### src/rtl/ddr2_turnaround_scheduler_if.sv
// Request handshake and registered DDR2 pad bus of the turnaround scheduler.
// Master drives requests and observes the pads; slave is the scheduler.
interface ddr2_turnaround_scheduler_if;
  logic        cmd_valid;
  logic        cmd_ready;
  logic [1:0]  cmd_type;
  logic [1:0]  cmd_ba;
  logic [12:0] cmd_addr;
  logic        cke_pad;
  logic        csbar_pad;
  logic        rasbar_pad;
  logic        casbar_pad;
  logic        webar_pad;
  logic [1:0]  ba_pad;
  logic [12:0] addr_pad;

  modport master (
    output cmd_valid, cmd_type, cmd_ba, cmd_addr,
    input  cmd_ready, cke_pad, csbar_pad, rasbar_pad, casbar_pad, webar_pad, ba_pad, addr_pad
  );

  modport slave (
    input  cmd_valid, cmd_type, cmd_ba, cmd_addr,
    output cmd_ready, cke_pad, csbar_pad, rasbar_pad, casbar_pad, webar_pad, ba_pad, addr_pad
  );
endinterface

### src/rtl/ddr2_turnaround_scheduler.sv
// DDR2 command-issue stage: holds one request until WR/RD/PRE turnaround spacing is met.
// Optional feature macro DDR2_TURNAROUND_STATS_EN adds the stall_cycles output.
module ddr2_turnaround_scheduler #(
  parameter int TWTR_MIN = 2,
  parameter int TRTW_MIN = 4,
  parameter int TWR_MIN  = 4,
  parameter int TRTP_MIN = 2,
  parameter int CNT_W    = 4
) (
  input  logic clk,
  input  logic reset,
  ddr2_turnaround_scheduler_if.slave bus
`ifdef DDR2_TURNAROUND_STATS_EN
  ,
  output logic [15:0] stall_cycles
`endif
);

  localparam logic [0:0] ST_EMPTY   = 1'b0;
  localparam logic [0:0] ST_PENDING = 1'b1;

  localparam logic [1:0] CMD_READ  = 2'b00;
  localparam logic [1:0] CMD_WRITE = 2'b01;
  localparam logic [1:0] CMD_PRE   = 2'b10;
  localparam logic [1:0] CMD_ACT   = 2'b11;

  localparam logic [CNT_W-1:0] CNT_MAX = {CNT_W{1'b1}};
  localparam logic [CNT_W-1:0] CNT_ONE = CNT_W'(1);
  localparam logic [CNT_W-1:0] TWTR_C  = CNT_W'(TWTR_MIN);
  localparam logic [CNT_W-1:0] TRTW_C  = CNT_W'(TRTW_MIN);
  localparam logic [CNT_W-1:0] TWR_C   = CNT_W'(TWR_MIN);
  localparam logic [CNT_W-1:0] TRTP_C  = CNT_W'(TRTP_MIN);

  // Interval counters restart at 1 after their event and stick at all-ones.
  function automatic logic [CNT_W-1:0] cnt_next(input logic [CNT_W-1:0] cnt, input logic hit);
    logic [CNT_W-1:0] nxt;
    if (hit) begin
      nxt = CNT_ONE;
    end else if (cnt == CNT_MAX) begin
      nxt = cnt;
    end else begin
      nxt = cnt + CNT_ONE;
    end
    return nxt;
  endfunction

  // {CS#, RAS#, CAS#, WE#} for each request type.
  function automatic logic [3:0] pad_encode(input logic [1:0] cmd_type);
    logic [3:0] enc;
    case (cmd_type)
      CMD_READ:  enc = 4'b0101;
      CMD_WRITE: enc = 4'b0100;
      CMD_PRE:   enc = 4'b0010;
      CMD_ACT:   enc = 4'b0011;
      default:   enc = 4'b1111;
    endcase
    return enc;
  endfunction

  logic [0:0]       state_r;
  logic [1:0]       held_type_r;
  logic [1:0]       held_ba_r;
  logic [12:0]      held_addr_r;
  logic             cke_r;
  logic [3:0]       pad_cmd_r;
  logic [1:0]       ba_pad_r;
  logic [12:0]      addr_pad_r;
  logic [CNT_W-1:0] cnt_wr_any_r;
  logic [CNT_W-1:0] cnt_rd_any_r;
  logic [CNT_W-1:0] cnt_wr_r [4];
  logic [CNT_W-1:0] cnt_rd_r [4];

  logic [3:0] bank_ok_s;
  logic       cmd_legal_s;
  logic       issue_s;
  logic       ready_s;
  logic       accept_s;
  logic       wr_hit_s;
  logic       rd_hit_s;

  // Legality of the held request for the next pad slot, ignoring cke.
  always_comb begin
    bank_ok_s   = 4'b0000;
    cmd_legal_s = 1'b0;
    for (int b = 0; b < 4; b++) begin
      bank_ok_s[b] = (cnt_wr_r[b] >= TWR_C) && (cnt_rd_r[b] >= TRTP_C);
    end
    case (held_type_r)
      CMD_READ:  cmd_legal_s = (cnt_wr_any_r >= TWTR_C);
      CMD_WRITE: cmd_legal_s = (cnt_rd_any_r >= TRTW_C);
      CMD_PRE: begin
        if (held_addr_r[10]) begin
          cmd_legal_s = &bank_ok_s;
        end else begin
          cmd_legal_s = bank_ok_s[held_ba_r];
        end
      end
      CMD_ACT:   cmd_legal_s = 1'b1;
      default:   cmd_legal_s = 1'b0;
    endcase
  end

  assign issue_s  = (state_r == ST_PENDING) && cke_r && cmd_legal_s;
  assign ready_s  = (state_r == ST_EMPTY) || issue_s;
  assign accept_s = bus.cmd_valid && ready_s;
  assign wr_hit_s = issue_s && (held_type_r == CMD_WRITE);
  assign rd_hit_s = issue_s && (held_type_r == CMD_READ);

  // Holding register and EMPTY/PENDING state.
  always_ff @(posedge clk or posedge reset) begin
    if (reset) begin
      state_r     <= ST_EMPTY;
      held_type_r <= 2'b00;
      held_ba_r   <= 2'b00;
      held_addr_r <= 13'h0000;
    end else if (accept_s) begin
      state_r     <= ST_PENDING;
      held_type_r <= bus.cmd_type;
      held_ba_r   <= bus.cmd_ba;
      held_addr_r <= bus.cmd_addr;
    end else if (issue_s) begin
      state_r     <= ST_EMPTY;
    end else begin
      state_r     <= state_r;
    end
  end

  // Registered pad bus: one slot per issued command, DESELECT otherwise.
  always_ff @(posedge clk or posedge reset) begin
    if (reset) begin
      cke_r      <= 1'b0;
      pad_cmd_r  <= 4'b1111;
      ba_pad_r   <= 2'b00;
      addr_pad_r <= 13'h0000;
    end else begin
      cke_r <= 1'b1;
      if (issue_s) begin
        pad_cmd_r  <= pad_encode(held_type_r);
        ba_pad_r   <= held_ba_r;
        addr_pad_r <= held_addr_r;
      end else begin
        pad_cmd_r  <= 4'b1111;
      end
    end
  end

  // Turnaround interval counters, updated on the edge the command reaches the pads.
  always_ff @(posedge clk or posedge reset) begin
    if (reset) begin
      cnt_wr_any_r <= CNT_MAX;
      cnt_rd_any_r <= CNT_MAX;
      for (int b = 0; b < 4; b++) begin
        cnt_wr_r[b] <= CNT_MAX;
        cnt_rd_r[b] <= CNT_MAX;
      end
    end else begin
      cnt_wr_any_r <= cnt_next(cnt_wr_any_r, wr_hit_s);
      cnt_rd_any_r <= cnt_next(cnt_rd_any_r, rd_hit_s);
      for (int b = 0; b < 4; b++) begin
        cnt_wr_r[b] <= cnt_next(cnt_wr_r[b], wr_hit_s && (held_ba_r == 2'(b)));
        cnt_rd_r[b] <= cnt_next(cnt_rd_r[b], rd_hit_s && (held_ba_r == 2'(b)));
      end
    end
  end

  assign bus.cmd_ready  = ready_s;
  assign bus.cke_pad    = cke_r;
  assign bus.csbar_pad  = pad_cmd_r[3];
  assign bus.rasbar_pad = pad_cmd_r[2];
  assign bus.casbar_pad = pad_cmd_r[1];
  assign bus.webar_pad  = pad_cmd_r[0];
  assign bus.ba_pad     = ba_pad_r;
  assign bus.addr_pad   = addr_pad_r;

`ifdef DDR2_TURNAROUND_STATS_EN
  logic [15:0] stall_cnt_r;

  // Saturating count of edges where a held command was blocked by spacing.
  always_ff @(posedge clk or posedge reset) begin
    if (reset) begin
      stall_cnt_r <= 16'h0000;
    end else if ((state_r == ST_PENDING) && cke_r && !cmd_legal_s && (stall_cnt_r != 16'hFFFF)) begin
      stall_cnt_r <= stall_cnt_r + 16'h0001;
    end else begin
      stall_cnt_r <= stall_cnt_r;
    end
  end

  assign stall_cycles = stall_cnt_r;
`endif

endmodule

### src/flat_wrapper.sv
// flat-port wrapper written by rule: the top's interface ports become plain ports
module ddr2_turnaround_scheduler_flat 
#(
  parameter int TWTR_MIN = 2,
  parameter int TRTW_MIN = 4,
  parameter int TWR_MIN  = 4,
  parameter int TRTP_MIN = 2,
  parameter int CNT_W    = 4
)
  (clk, reset, bus_cmd_valid, bus_cmd_type, bus_cmd_ba, bus_cmd_addr, bus_cmd_ready, bus_cke_pad, bus_csbar_pad, bus_rasbar_pad, bus_casbar_pad, bus_webar_pad, bus_ba_pad, bus_addr_pad);
  ddr2_turnaround_scheduler_if bus_i ();
  input  logic clk;
  input  logic reset;
  input wire logic [$bits(bus_i.cmd_valid)-1:0] bus_cmd_valid;
  input wire logic [$bits(bus_i.cmd_type)-1:0] bus_cmd_type;
  input wire logic [$bits(bus_i.cmd_ba)-1:0] bus_cmd_ba;
  input wire logic [$bits(bus_i.cmd_addr)-1:0] bus_cmd_addr;
  output wire logic [$bits(bus_i.cmd_ready)-1:0] bus_cmd_ready;
  output wire logic [$bits(bus_i.cke_pad)-1:0] bus_cke_pad;
  output wire logic [$bits(bus_i.csbar_pad)-1:0] bus_csbar_pad;
  output wire logic [$bits(bus_i.rasbar_pad)-1:0] bus_rasbar_pad;
  output wire logic [$bits(bus_i.casbar_pad)-1:0] bus_casbar_pad;
  output wire logic [$bits(bus_i.webar_pad)-1:0] bus_webar_pad;
  output wire logic [$bits(bus_i.ba_pad)-1:0] bus_ba_pad;
  output wire logic [$bits(bus_i.addr_pad)-1:0] bus_addr_pad;
  assign bus_i.cmd_valid = bus_cmd_valid;
  assign bus_i.cmd_type = bus_cmd_type;
  assign bus_i.cmd_ba = bus_cmd_ba;
  assign bus_i.cmd_addr = bus_cmd_addr;
  assign bus_cmd_ready = bus_i.cmd_ready;
  assign bus_cke_pad = bus_i.cke_pad;
  assign bus_csbar_pad = bus_i.csbar_pad;
  assign bus_rasbar_pad = bus_i.rasbar_pad;
  assign bus_casbar_pad = bus_i.casbar_pad;
  assign bus_webar_pad = bus_i.webar_pad;
  assign bus_ba_pad = bus_i.ba_pad;
  assign bus_addr_pad = bus_i.addr_pad;
  ddr2_turnaround_scheduler #(.TWTR_MIN(TWTR_MIN), .TRTW_MIN(TRTW_MIN), .TWR_MIN(TWR_MIN), .TRTP_MIN(TRTP_MIN), .CNT_W(CNT_W)) u_core (.clk(clk), .reset(reset), .bus(bus_i));
endmodule
### config.mk
export PLATFORM = sky130hd
export DESIGN_NAME = ddr2_turnaround_scheduler_flat
export DESIGN_NICKNAME = d
export VERILOG_FILES = /design/src/rtl/ddr2_turnaround_scheduler_if.sv /design/src/rtl/ddr2_turnaround_scheduler.sv /design/src/flat_wrapper.sv
export SDC_FILE = /design/constraint.sdc
export NUM_CORES = 1
export LEC_CHECK = 0
export CORE_MARGIN = 2
export CORE_UTILIZATION = 51
export CTS_BUF_LIST = sky130_fd_sc_hd__clkbuf_16
export DETAILED_ROUTE_END_ITERATION = 10
export HOLD_SLACK_MARGIN = 0.1
export PLACE_DENSITY = 0.79
export SLEW_MARGIN = 20
export SYNTH_ARGS = -nofsm -noshare
export SYNTH_HDL_FRONTEND = slang
export SYNTH_SLANG_ARGS = --single-unit
### constraint.sdc
create_clock -name clk -period 2.6 [get_ports clk]
set_input_delay 0.65 -clock clk [delete_from_list [all_inputs] [get_ports clk]]
set_output_delay 0.65 -clock clk [all_outputs]
set_load 0.005 [all_outputs]
==> results of run 1 <==
-- final cells by class --
type,instances,area [um^2],area share (%)
Clock buffer,9,225,4.32
Multi-Input combinational cell,222,1900,36.5
Tap cell,99,124,2.37
Sequential cell,78,2010,38.5
Timing Repair Buffer,84,806,15.4
Clock inverter,7,97.6,1.87
Inverter,14,52.6,1.01
-- cell usage after synthesis (all sizes together), types with 3 or more instances --
cell,number
a21o,4
nor4,5
nand2,12
mux2i,13
nand2b,8
a21oi,12
nand3,22
dfrtp,34
mux2,32
xnor2,8
clkbuf,6
a221oi,3
a31oi,18
inv,14
nor2,9
ha,20
o21ai,24
buf,7
dfstp,44
nand3b,11
-- critical path: stages, from the launching register on --
cell and delay (ns):
dfrtp_1 0.40, inv_2 0.09, ha_4 0.14, or4b_1 0.42, o21a_1 0.22, o22ai_2 0.18
a21oi_2 0.06, buf_2 0.13
-- power breakdown --
group / internal, mW / switching (mW) / total (mW)
combinational: 2.19 / 1.89 / 4.08
sequential: 2.11 / 0.584 / 2.70
clock: 0.846 / 0.520 / 1.37
total: 5.15 / 2.99 / 8.15
-- stage by stage --
stage	total power [mW]	TNS (ns)	instance area (um^2)
floorplan	4.81	0	3870
global placement	5.89	-0.295	4590
detailed placement	6.10	-1.84	4590
global route	8.64	-0.187	5220
CTS	7.73	-0.0601	5030
finish	8.15	-0.0241	5220
-- cell families after synthesis --
family	after synthesis	share of synthesized area (%)
adder cells (fa/ha/maj)	20	6.46
flip-flops	78	51.8
AND/OR/NAND/NOR	77	10.8
XOR/XNOR	10	2.26
other	1	0.0968
AO/OA/AOI/OAI	69	11.6
buffers and inverters	27	3.26
multiplexers	45	13.7
-- flip-flops by register name (all words and copies together) (netlist names), 4 cells and up --
signal               flops
u_core.cnt_rd_r         16
u_core.cnt_wr_r         16
u_core.bus.addr_pad     13
u_core.held_addr_r      13
u_core.cnt_rd_any_r      4
u_core.cnt_wr_any_r      4
u_core.pad_cmd_r         4
-- metal layers --
layer  vias to the layer above  track usage, %  wire length, um
li1                       1348               -                -
met2                        87            37.2             5000
met5                         -               0                0
met1                      1464            26.8             3750
met4                         0            8.84              170
met3                        12            6.06              470
-- worst paths after layout --
| path | startpoint | end | slack (ns) |
|---|---|---|---|
| min in group asynchronous | reset | u_core.bus.addr_pad[0] | 0.74 |
| max | u_core.held_type_r[1] | bus_cmd_ready | -0.02 |
| min reg2reg | u_core.held_addr_r[12] | u_core.bus.addr_pad[12] | 0.51 |
| min | u_core.held_addr_r[12] | u_core.bus.addr_pad[12] | 0.51 |
| max in group asynchronous | reset | u_core.cnt_rd_any_r[3] | 1.51 |
| max reg2reg | u_core.cnt_rd_r[1] | u_core.held_type_r[0] | 0.08 |
-- what timing repair did --
action                                 in CTS  in global routing
resized for setup                          14                 21
cloned                                      0                  2
pin swaps                                   6                 10
setup endpoints to repair                  18                 46
endpoints found under the hold margin       0                  0
buffers inserted                            7                  5
==> run_results.csv, run 1 <==
group,metric,value,unit
status,status,"complete, but fails checks",
status,violations,"negative setup slack",
sta,worstMarginPinSlew,0.556,ns
placement,pre_cts_slack,-0.130,ns
setup_path,startpoint_type,"register",
floorplanning,initial_core_util,53.1,%
sta,finalSetupViolations,1,
detailed_routing,drtIter0Drc,253,
cells_and_area,final_common_cell,"dfstp_2",
clock_tree,htree_num_levels,3,
clock_tree,clkLatencyLatePin,0.34,ns
sta,finalHoldViolCount,0,
clock_tree,cts_made_buffers,9,
sta,max_slew_margin,62.8,%
detailed_routing,vias_per_cell,5.67,
setup_path,critPathCaptureType,"output port",
detailed_routing,wl_per_cell,18.3,um
sta,final-max-slew-violation-count,0,
global_route,overflow,0,
logic_synthesis,synth_fp_nets,367,
sta,rsz0062_at_grt,"yes",
placement,numPortBuffers,40,
cells_and_area,layout-drive-gt1-share,37.9,%
global_route,grtUsageTotal,22.1,%
logic_synthesis,synth_top_area_cell,"dfstp_2",
sta,whs,0.513,ns
detailed_routing,route.detailed.drc,0,
setup_path,required,1.95,ns
logic_synthesis,synth_area,3870,um^2
detailed_routing,num_vias,2911,
cells_and_area,stdcell_count,513,
cells_and_area,nFillCells,487,
logic_synthesis,synthFlopType,"dfstp_2",
logic_synthesis,seq_area_frac_synth,51.8,%
setup_path,critPathKind,"reg2out",
global_route,grt_pass1_wl,14.5,mm
power,p_leak,2.25,nW
flow_run,drv_cap,0,
setup_path,r2r_cells,10,
placement,gp_congestion,0.822,
power,power_density,1560,nW/um^2
sta,timing.final.ws_setup,-0.0241,ns
detailed_routing,drt-total-wl,9.39,mm
clock_tree,cts_sinks,78,
clock_tree,clk_pin_slew,0.06,ns
logic_synthesis,async_flop_share,100,%
logic_synthesis,synth_edf_count,0,
clock_tree,cts_tree,"built",
placement,place_inst,485,
cells_and_area,layout_common_cells,"dfstp_2, clkdlybuf4s50_1, buf_4",
setup_path,crit_path_max_fanout,2,
floorplanning,io_pins,41,
cells_and_area,postLayoutCoreUtil,71.6,%
sta,timing.fmax,381,MHz
cells_and_area,nets,449,
detailed_routing,ant_nets,0,
placement,dpl.hpwl,5.61,mm
sta,timing.final.crit_share,101,%
floorplanning,fp.dieW,91.2,um
global_route,antenna_found_initial,0,
floorplanning,die_h,91.2,um
cells_and_area,n_antenna_cell,0,
global_route,grt_pass1_vias,3018,
clock_tree,cts_buffer_depth,2,
logic_synthesis,ys_ff_latch,78,
floorplanning,dieArea,8310,um^2
floorplanning,row_count,31,
clock_tree,postCtsHoldBufs,0,
sta,fin_crit,2.62,ns
detailed_routing,first_pass_iters,4,
logic_synthesis,yosysWarnings,0,
floorplanning,coreArea,7290,um^2
logic_synthesis,synthTopCellsByArea,"dfstp_2, dfrtp_1, ha_1",
worst_hold_path,hold_path.class,"reg2reg",
power,ir_drop,0.000951,V
logic_synthesis,synthCells,327,
logic_synthesis,avgSynthCellArea,11.9,um^2
cells_and_area,syn_to_final_growth,34.6,%
worst_hold_path,whs_path_depth,1,
logic_synthesis,synth_cell_type_count,41,
logic_synthesis,synth_top_area_share,29.8,%
sta,fin_skew,0.0143,ns
global_route,grt_start_max_net_pins,79,
setup_path,arrival,1.97,ns
clock_tree,root_buffer,"clkbuf_16",
(Power assumes the default switching activity.)
==> inputs of run 2 (changes only) <==
--- a/config.mk
+++ b/config.mk
@@ -11,6 +11,7 @@
 export DETAILED_ROUTE_END_ITERATION = 10
 export HOLD_SLACK_MARGIN = 0.1
 export PLACE_DENSITY = 0.79
+export SKIP_LAST_GASP = 1
 export SLEW_MARGIN = 20
 export SYNTH_ARGS = -nofsm -noshare
 export SYNTH_HDL_FRONTEND = slang
==> results of run 2 <==
Final layout, timing and power as in run 1 (identical DEF).
==> inputs of run 3 (changes only) <==
--- a/config.mk
+++ b/config.mk
@@ -8,7 +8,9 @@
 export CORE_MARGIN = 2
 export CORE_UTILIZATION = 51
 export CTS_BUF_LIST = sky130_fd_sc_hd__clkbuf_16
+export CTS_CLUSTER_SIZE = 8
 export DETAILED_ROUTE_END_ITERATION = 10
+export GPL_ROUTABILITY_DRIVEN = 0
 export HOLD_SLACK_MARGIN = 0.1
 export PLACE_DENSITY = 0.79
 export SKIP_LAST_GASP = 1
==> results of run 3 <==
Final layout, timing and power as in run 1 (identical DEF).
